### config.mk
export PLATFORM = sky130hd
export DESIGN_NAME = maze_player_ctrl
export DESIGN_NICKNAME = d
export VERILOG_FILES = /design/src/rtl/maze_player_ctrl.sv
export SDC_FILE = /design/constraint.sdc
export NUM_CORES = 1
export LEC_CHECK = 0
export BUFFER_PORTS_ARGS = -buffer_cell sky130_fd_sc_hd__buf_4
export CAP_MARGIN = 20
export CORE_MARGIN = 10
export CORE_UTILIZATION = 30
export CTS_CLUSTER_SIZE = 14
export DETAILED_ROUTE_END_ITERATION = 8
export GPL_TIMING_DRIVEN = 0
export HOLD_SLACK_MARGIN = 0.15
export PLACE_DENSITY = 0.53
export SLEW_MARGIN = 20
export SYNTH_ARGS = -nofsm -noshare
export SYNTH_HDL_FRONTEND = slang
export SYNTH_SLANG_ARGS = --single-unit
### constraint.sdc
create_clock -name basys_clock -period 2.7 [get_ports basys_clock]
set_input_delay 0.27 -clock basys_clock [delete_from_list [all_inputs] [get_ports basys_clock]]
set_output_delay 0.27 -clock basys_clock [all_outputs]
set_load 0.005 [all_outputs]
### src/rtl/maze_player_ctrl.sv
// Maze player controller: debounces the Basys buttons, arbitrates to a single move,
// and walks the player across a fixed wall grid.
//   state | meaning
//   IDLE  | waiting for a button strobe
//   CHECK | target latched, wall bit being looked up
//   MOVE  | player/move_pulse just updated
//   WIN   | player on goal, only centre restarts
module maze_player_ctrl #(
  parameter int                         DEBOUNCE_CYCLES = 2000000,
  parameter int                         GRID_W          = 8,
  parameter int                         GRID_H          = 8,
  parameter logic [GRID_W*GRID_H-1:0]   MAZE_WALLS      = '0,
  parameter int                         START_X         = 0,
  parameter int                         START_Y         = 0,
  parameter int                         GOAL_X          = 7,
  parameter int                         GOAL_Y          = 7
) (
  input  logic                        basys_clock,
  input  logic                        reset,
  input  logic                        enable,
  input  logic [4:0]                  pb,
  output logic [$clog2(GRID_W)-1:0]   player_x,
  output logic [$clog2(GRID_H)-1:0]   player_y,
  output logic                        solved,
  output logic [7:0]                  move_count,
  output logic                        move_pulse,
  output logic                        bump_pulse
);

  localparam int XW = $clog2(GRID_W);
  localparam int YW = $clog2(GRID_H);
  localparam int IW = $clog2(GRID_W*GRID_H);
  localparam int CW = (DEBOUNCE_CYCLES > 2) ? $clog2(DEBOUNCE_CYCLES) : 1;

  typedef enum logic [1:0] {IDLE, CHECK, MOVE, WIN} state_t;

  logic [4:0]    sync1;
  logic [4:0]    sync2;
  logic [4:0]    stable;
  logic [4:0]    stable_d;
  logic [CW-1:0] db_cnt [5];
  logic [4:0]    strobe;

  always_ff @(posedge basys_clock) begin
    if (reset) begin
      sync1    <= '0;
      sync2    <= '0;
      stable   <= '0;
      stable_d <= '0;
      for (int i = 0; i < 5; i++) db_cnt[i] <= '0;
    end else begin
      sync1    <= pb;
      sync2    <= sync1;
      stable_d <= stable;
      for (int i = 0; i < 5; i++) begin
        if (sync2[i] == stable[i]) begin
          db_cnt[i] <= '0;
        end else if (db_cnt[i] == CW'(DEBOUNCE_CYCLES - 1)) begin
          stable[i] <= sync2[i];
          db_cnt[i] <= '0;
        end else begin
          db_cnt[i] <= db_cnt[i] + CW'(1);
        end
      end
    end
  end

  // press only: releases never strobe
  assign strobe = stable & ~stable_d;

  state_t        state, state_next;
  logic [XW-1:0] target_x, tx_next, x_next, dir_x;
  logic [YW-1:0] target_y, ty_next, y_next, dir_y;
  logic [7:0]    count_next;
  logic          solved_next, move_next, bump_next;
  logic          dir_any, at_edge;
  logic [IW-1:0] cell_idx;
  logic          wall_hit;

  // Winner among directions is up > down > left > right; centre is handled ahead of this.
  always_comb begin
    dir_any = strobe[1] | strobe[4] | strobe[2] | strobe[3];
    at_edge = 1'b0;
    dir_x   = player_x;
    dir_y   = player_y;
    if (strobe[1]) begin
      at_edge = (player_y == '0);
      dir_y   = player_y - YW'(1);
    end else if (strobe[4]) begin
      at_edge = (player_y == YW'(GRID_H - 1));
      dir_y   = player_y + YW'(1);
    end else if (strobe[2]) begin
      at_edge = (player_x == '0);
      dir_x   = player_x - XW'(1);
    end else if (strobe[3]) begin
      at_edge = (player_x == XW'(GRID_W - 1));
      dir_x   = player_x + XW'(1);
    end
  end

  assign cell_idx = IW'(target_y) * IW'(GRID_W) + IW'(target_x);
  assign wall_hit = MAZE_WALLS[cell_idx];

  always_comb begin
    state_next  = state;
    x_next      = player_x;
    y_next      = player_y;
    tx_next     = target_x;
    ty_next     = target_y;
    count_next  = move_count;
    solved_next = solved;
    move_next   = 1'b0;
    bump_next   = 1'b0;
    case (state)
      IDLE, WIN: begin
        if (strobe[0]) begin
          x_next      = XW'(START_X);
          y_next      = YW'(START_Y);
          count_next  = '0;
          solved_next = 1'b0;
          state_next  = IDLE;
        end else if (state == IDLE && enable && dir_any) begin
          if (at_edge) begin
            bump_next = 1'b1;
          end else begin
            tx_next    = dir_x;
            ty_next    = dir_y;
            state_next = CHECK;
          end
        end
      end
      CHECK: begin
        // Player and pulse are registered here so they are visible while in MOVE.
        if (wall_hit) begin
          bump_next  = 1'b1;
          state_next = IDLE;
        end else begin
          x_next     = target_x;
          y_next     = target_y;
          move_next  = 1'b1;
          count_next = (move_count == 8'hFF) ? move_count : move_count + 8'd1;
          if (target_x == XW'(GOAL_X) && target_y == YW'(GOAL_Y)) solved_next = 1'b1;
          state_next = MOVE;
        end
      end
      MOVE: begin
        state_next = solved ? WIN : IDLE;
      end
      default: state_next = IDLE;
    endcase
  end

  always_ff @(posedge basys_clock) begin
    if (reset) begin
      state      <= IDLE;
      player_x   <= XW'(START_X);
      player_y   <= YW'(START_Y);
      target_x   <= '0;
      target_y   <= '0;
      move_count <= '0;
      solved     <= 1'b0;
      move_pulse <= 1'b0;
      bump_pulse <= 1'b0;
    end else begin
      state      <= state_next;
      player_x   <= x_next;
      player_y   <= y_next;
      target_x   <= tx_next;
      target_y   <= ty_next;
      move_count <= count_next;
      solved     <= solved_next;
      move_pulse <= move_next;
      bump_pulse <= bump_next;
    end
  end

endmodule
* Word level (Yosys, flattened, before mapping)
Memory sizes are Yosys's and may differ from the RTL's. Cells that the tools add are included.
Storage, ports and cells: bits in latches 0, bits in writable memories 105, register bits after elaboration 45, memory bits (read-only) 64, memories kept 2
Memory list:
- db_cnt | depth 5, bits a word 21, rd ports 5, clocked after Yosys merged registers in 0, wr ports 5, line 41 | logic [CW-1:0] db_cnt [5];
- (name not given) | depth 64, bits a word 1, rd ports 1, clocked after Yosys merged registers in 0, wr ports 0, line 102 | assign wall_hit = MAZE_WALLS[cell_idx];
Operators by class: magnitude comparators 1, mux-type cells 108, shift operators 0, reduce and logical (&&, ||, !) cells 19, equality and inequality tests 24, multipliers 0, divide/modulo/power cells 0, bitwise gates (word level) 28, add/sub/neg operators 11
Operator list (number):
- 21-bit 2-to-1 mux | 15
- 21-bit by 1-bit adder with 21-bit output, second input constant | 5
- 21-bit equality test, second input constant | 5
- 1-bit 2-to-1 mux | 70
- 3-bit 2-to-1 mux | 9
- 8-bit 2-to-1 mux | 3
- 1-bit OR | 18
- 8-bit one-hot mux with 2 select lines | 1
- 3-bit equality test, second input constant | 4
- 3-bit one-hot mux with 2 select lines | 2
- 2-bit AND reduction | 6
- 4-bit AND reduction | 3
- 2-bit 2-to-1 mux | 5
- 8-bit by 1-bit adder with 8-bit output, second input constant | 1
- 8-bit equality test, second input constant | 1
- 2-bit != test, second input constant | 4
- 1-bit inverter | 8
- 6-bit by 7-bit less-than comparator with 1-bit output, second input constant | 1
- 3-bit by 1-bit adder with 3-bit output, second input constant | 2
- 6-bit by 3-bit adder with 6-bit output | 1
- 3-bit zero test | 2
- 3-bit != test, second input constant | 2
- 2-bit one-hot mux with 3 select lines | 1
- 3-bit by 1-bit subtractor with 3-bit output, second input constant | 2
- 11 further kinds | 20

* Longest topological paths before layout
depth after elaboration 10, depth in mapped cells 8, gate-level depth less buffers 7

* Least setup slack after synthesis
OpenSTA, ideal clock, no wires.
kind reg-to-reg, start point memory db_cnt[3][0] in the netlist's numbering, end point memory db_cnt[3][13] in the netlist's numbering (data pin), clock period less this slack 1.878 ns, arrival time 1.740 ns, path slack 0.822 ns, cell stages (with the launch flop) 9, required time 2.562 ns, setup time 0.138 ns, cell sequence edfxtp_1 > ha_1 > nand4_1 > nor2_1 > and4_1 > or2_2 > buf_4 > buf_2 > nor2_1
RTL lines (line):
- start: declaration | 41

==> results.py <==
metrics = {
    "sta": {
        "setup_violations": 0,
        "maxSlewViolCount": 0,
        "period_needed_ns": 2.23,
        "rsz0062_at_grt": "false",
        "max_slew_margin": 0.469,
        "min_period_over_period": 0.827,
        "fmax_ghz": 0.448,
        "setup-tns-final_ns": 0,
        "finalHoldViolations": 0,
        "skew_ns": 0.00742,
        "tightest_slew_ns": 0.790,
        "finalWorstSetupSlack_ns": 0.467,
    },
    "placed_design": {
        "place_ws_ns": 0.427,
        "place_congestion": 0.768,
        "placement.io_buffers": 24,
        "dp.final_hpwl_um": 10200,
        "dp_cells": 1190,
    },
    "global_routing": {
        "grt.met2_usage": 0.144,
        "grt_max_degree": 17,
        "use_met3": 0.0259,
        "grt-ovfl-total": 0,
        "grtUsageTotal": 0.0919,
        "grt_util_met1": 0.117,
        "grt_pass1_wl_um": 24800,
        "busiest_layer": "met2",
        "grt_pass1_vias": 5091,
        "antenna_found_initial": 0,
    },
    "floorplanning": {
        "num_rows": 58,
        "pin_count": 25,
        "die_y_um": 180,
        "die_area_sq_mm": 0.0324,
        "die_w_um": 180,
        "start_util": 0.305,
        "coreArea_sq_mm": 0.0252,
    },
    "pwr": {
        "ir_drop_mv": 0.408,
        "p_per_area_mw_per_mm2": 564,
        "p_leak_uw": 0.00333,
        "p_total_uw": 5260,
    },
    "route": {
        "drtIter0Drc": 235,
        "first_pass_iters": 4,
        "antenna_left": 0,
        "wl_per_cell_um": 11.6,
        "route.detailed.drc": 0,
        "vias_per_cell": 4.34,
        "drt-total-wl_um": 14300,
        "vias": 5331,
    },
    "logic_synthesis": {
        "yosysSeqAreaShare": 0.529,
        "synth_seq_cells": 150,
        "synth.avg_cell_area_sq_um": 10.5,
        "async_flop_share": 0,
        "yosys_warnings": 0,
        "synth_top_area_share": 0.411,
        "synth_cells": 732,
        "synth_top_area_cell": "edfxtp_1",
        "netlist_area_sq_mm": 0.00767,
        "ys_types": 57,
        "ys_top_cells_by_area": "edfxtp_1 (41%), dfxtp_1 (12%), xor2_1 (7.5%)",
        "synthFlopType": "edfxtp_1",
        "synth-edff-count": 105,
    },
    "finish": {
        "drive_gt1_frac": 0.0948,
        "fin_nets": 909,
        "areaGrowthSynthToFinish_pct": 21.5,
        "final_common_cell": "nor2_1",
        "diodes": 0,
        "final_cell_mix": "nor2_1 (146), edfxtp_1 (105), conb_1 (105)",
        "utilization": 0.370,
        "fin_cells": 1227,
    },
    "cts": {
        "clock-sinks": 150,
        "htreeDepth": 4,
        "cts-root-buf": "clkbuf_16",
        "clk_pin_slew_ns": 0.06,
        "cts_buffers": 17,
        "postCtsSetupBuffers": 0,
        "clkLatencyLatePin_ns": 0.42,
        "cts_tree": "done",
        "clk_path_buf_depth": 2,
    },
    "worst_setup_path": {
        "arrival_ns": 2.40,
        "cp-start-kind": "flop",
        "cp-end-kind": "flop",
        "crit_type": "reg2reg",
        "critPathRequiredTime_ns": 2.87,
        "path_max_fanout": 10,
    },
    "status": {
        "status": "finished clean",
    },
    "min_path": {
        "min_path_type": "reg2reg",
    },
    "flow_run": {
        "maxCapViolCount": 0,
    },
}
-- final cells by class --
cell class,instances,area [sq um]
Timing Repair Buffer,29,230
Clock inverter,14,184
Tap cell,330,413
Multi-Input combinational cell,649,3830
Inverter,19,71.3
Clock buffer,18,429
Buffer,18,104
Sequential cell,150,4050
Fill cell,2535,15900
-- worst max-delay path, cell delays in order, from the launching register on --
cell      delay (ns)
edfxtp_1        0.40
ha_1            0.24
nand4_1         0.26
nor2_1          0.21
and4_1          0.25
or2_2           0.13
buf_4           0.16
buf_2           0.25
nor2_1          0.07
-- routing by layer --
layer / wire length, um / part of all wire
met2: 6570 / 0.46
met4: 188 / 0.013
met3: 454 / 0.032
met5: 0 / 0
met1: 7070 / 0.49
-- logic make-up after synthesis --
group / Yosys count / synth area share
compound gates: 37 / 0.0339
fa+ha+maj: 17 / 0.0277
other cells: 1 / 0.000489
buf+inv: 37 / 0.0228
xor+xnor: 107 / 0.122
mux: 9 / 0.0117
flops: 150 / 0.529
simple gates: 374 / 0.252
-- cells in the mapped netlist (12+ instances only) --
cell type / n
edfxtp_1: 105
nor4b_1: 12
ha_1: 17
nor4_1: 13
nand3_1: 47
inv_1: 18
xor2_1: 66
nor2_1: 146
nand4_1: 22
dfxtp_1: 45
nor2b_1: 18
xnor2_1: 41
nand2_1: 50
-- power breakdown --
part | internal, uW | switching (uW) | total (uW)
registers | 2540 | 74.9 | 2610
logic | 71.4 | 98.1 | 169
clock network | 1540 | 941 | 2480
-- per-stage QoR --
step	area, sq um	hold WS [ns]
floorplan	8060	0.398
global placement	8650	0.418
detailed placement	8650	0.420
CTS	9320	0.431
global route	9320	0.448
finish	9320	0.433
-- path summary, 6_finish.rpt --
check	slack [ns]	end	start	cells past startpoint
setup / recovery	0.47	db_cnt[3][13]$_SDFFCE_PN0P_	db_cnt[3][0]$_SDFFCE_PN0P_	8
hold / removal	0.43	sync2[3]$_SDFF_PP0_	sync1[3]$_SDFF_PP0_	1
setup reg to reg	0.47	db_cnt[3][13]$_SDFFCE_PN0P_	db_cnt[3][0]$_SDFFCE_PN0P_	8
hold reg to reg	0.43	sync2[3]$_SDFF_PP0_	sync1[3]$_SDFF_PP0_	1
-- flip-flops by register name (all words and copies together), names as in the netlist, 3 cells and up --
name        cells
stable          5
target_x        3
sync1           5
stable_d        5
player_y        3
target_y        3
db_cnt        105
move_count      8
player_x        3
sync2           5
-- what timing repair did --
| item | CTS | global route |
|---|---|---|
| hold buffers | 5 | 0 |
| endpoints found under the hold margin | 5 | 0 |
| resized for setup | 0 | 0 |
| endpoints found under the setup margin | 0 | 0 |
(Power assumes the default switching activity.)
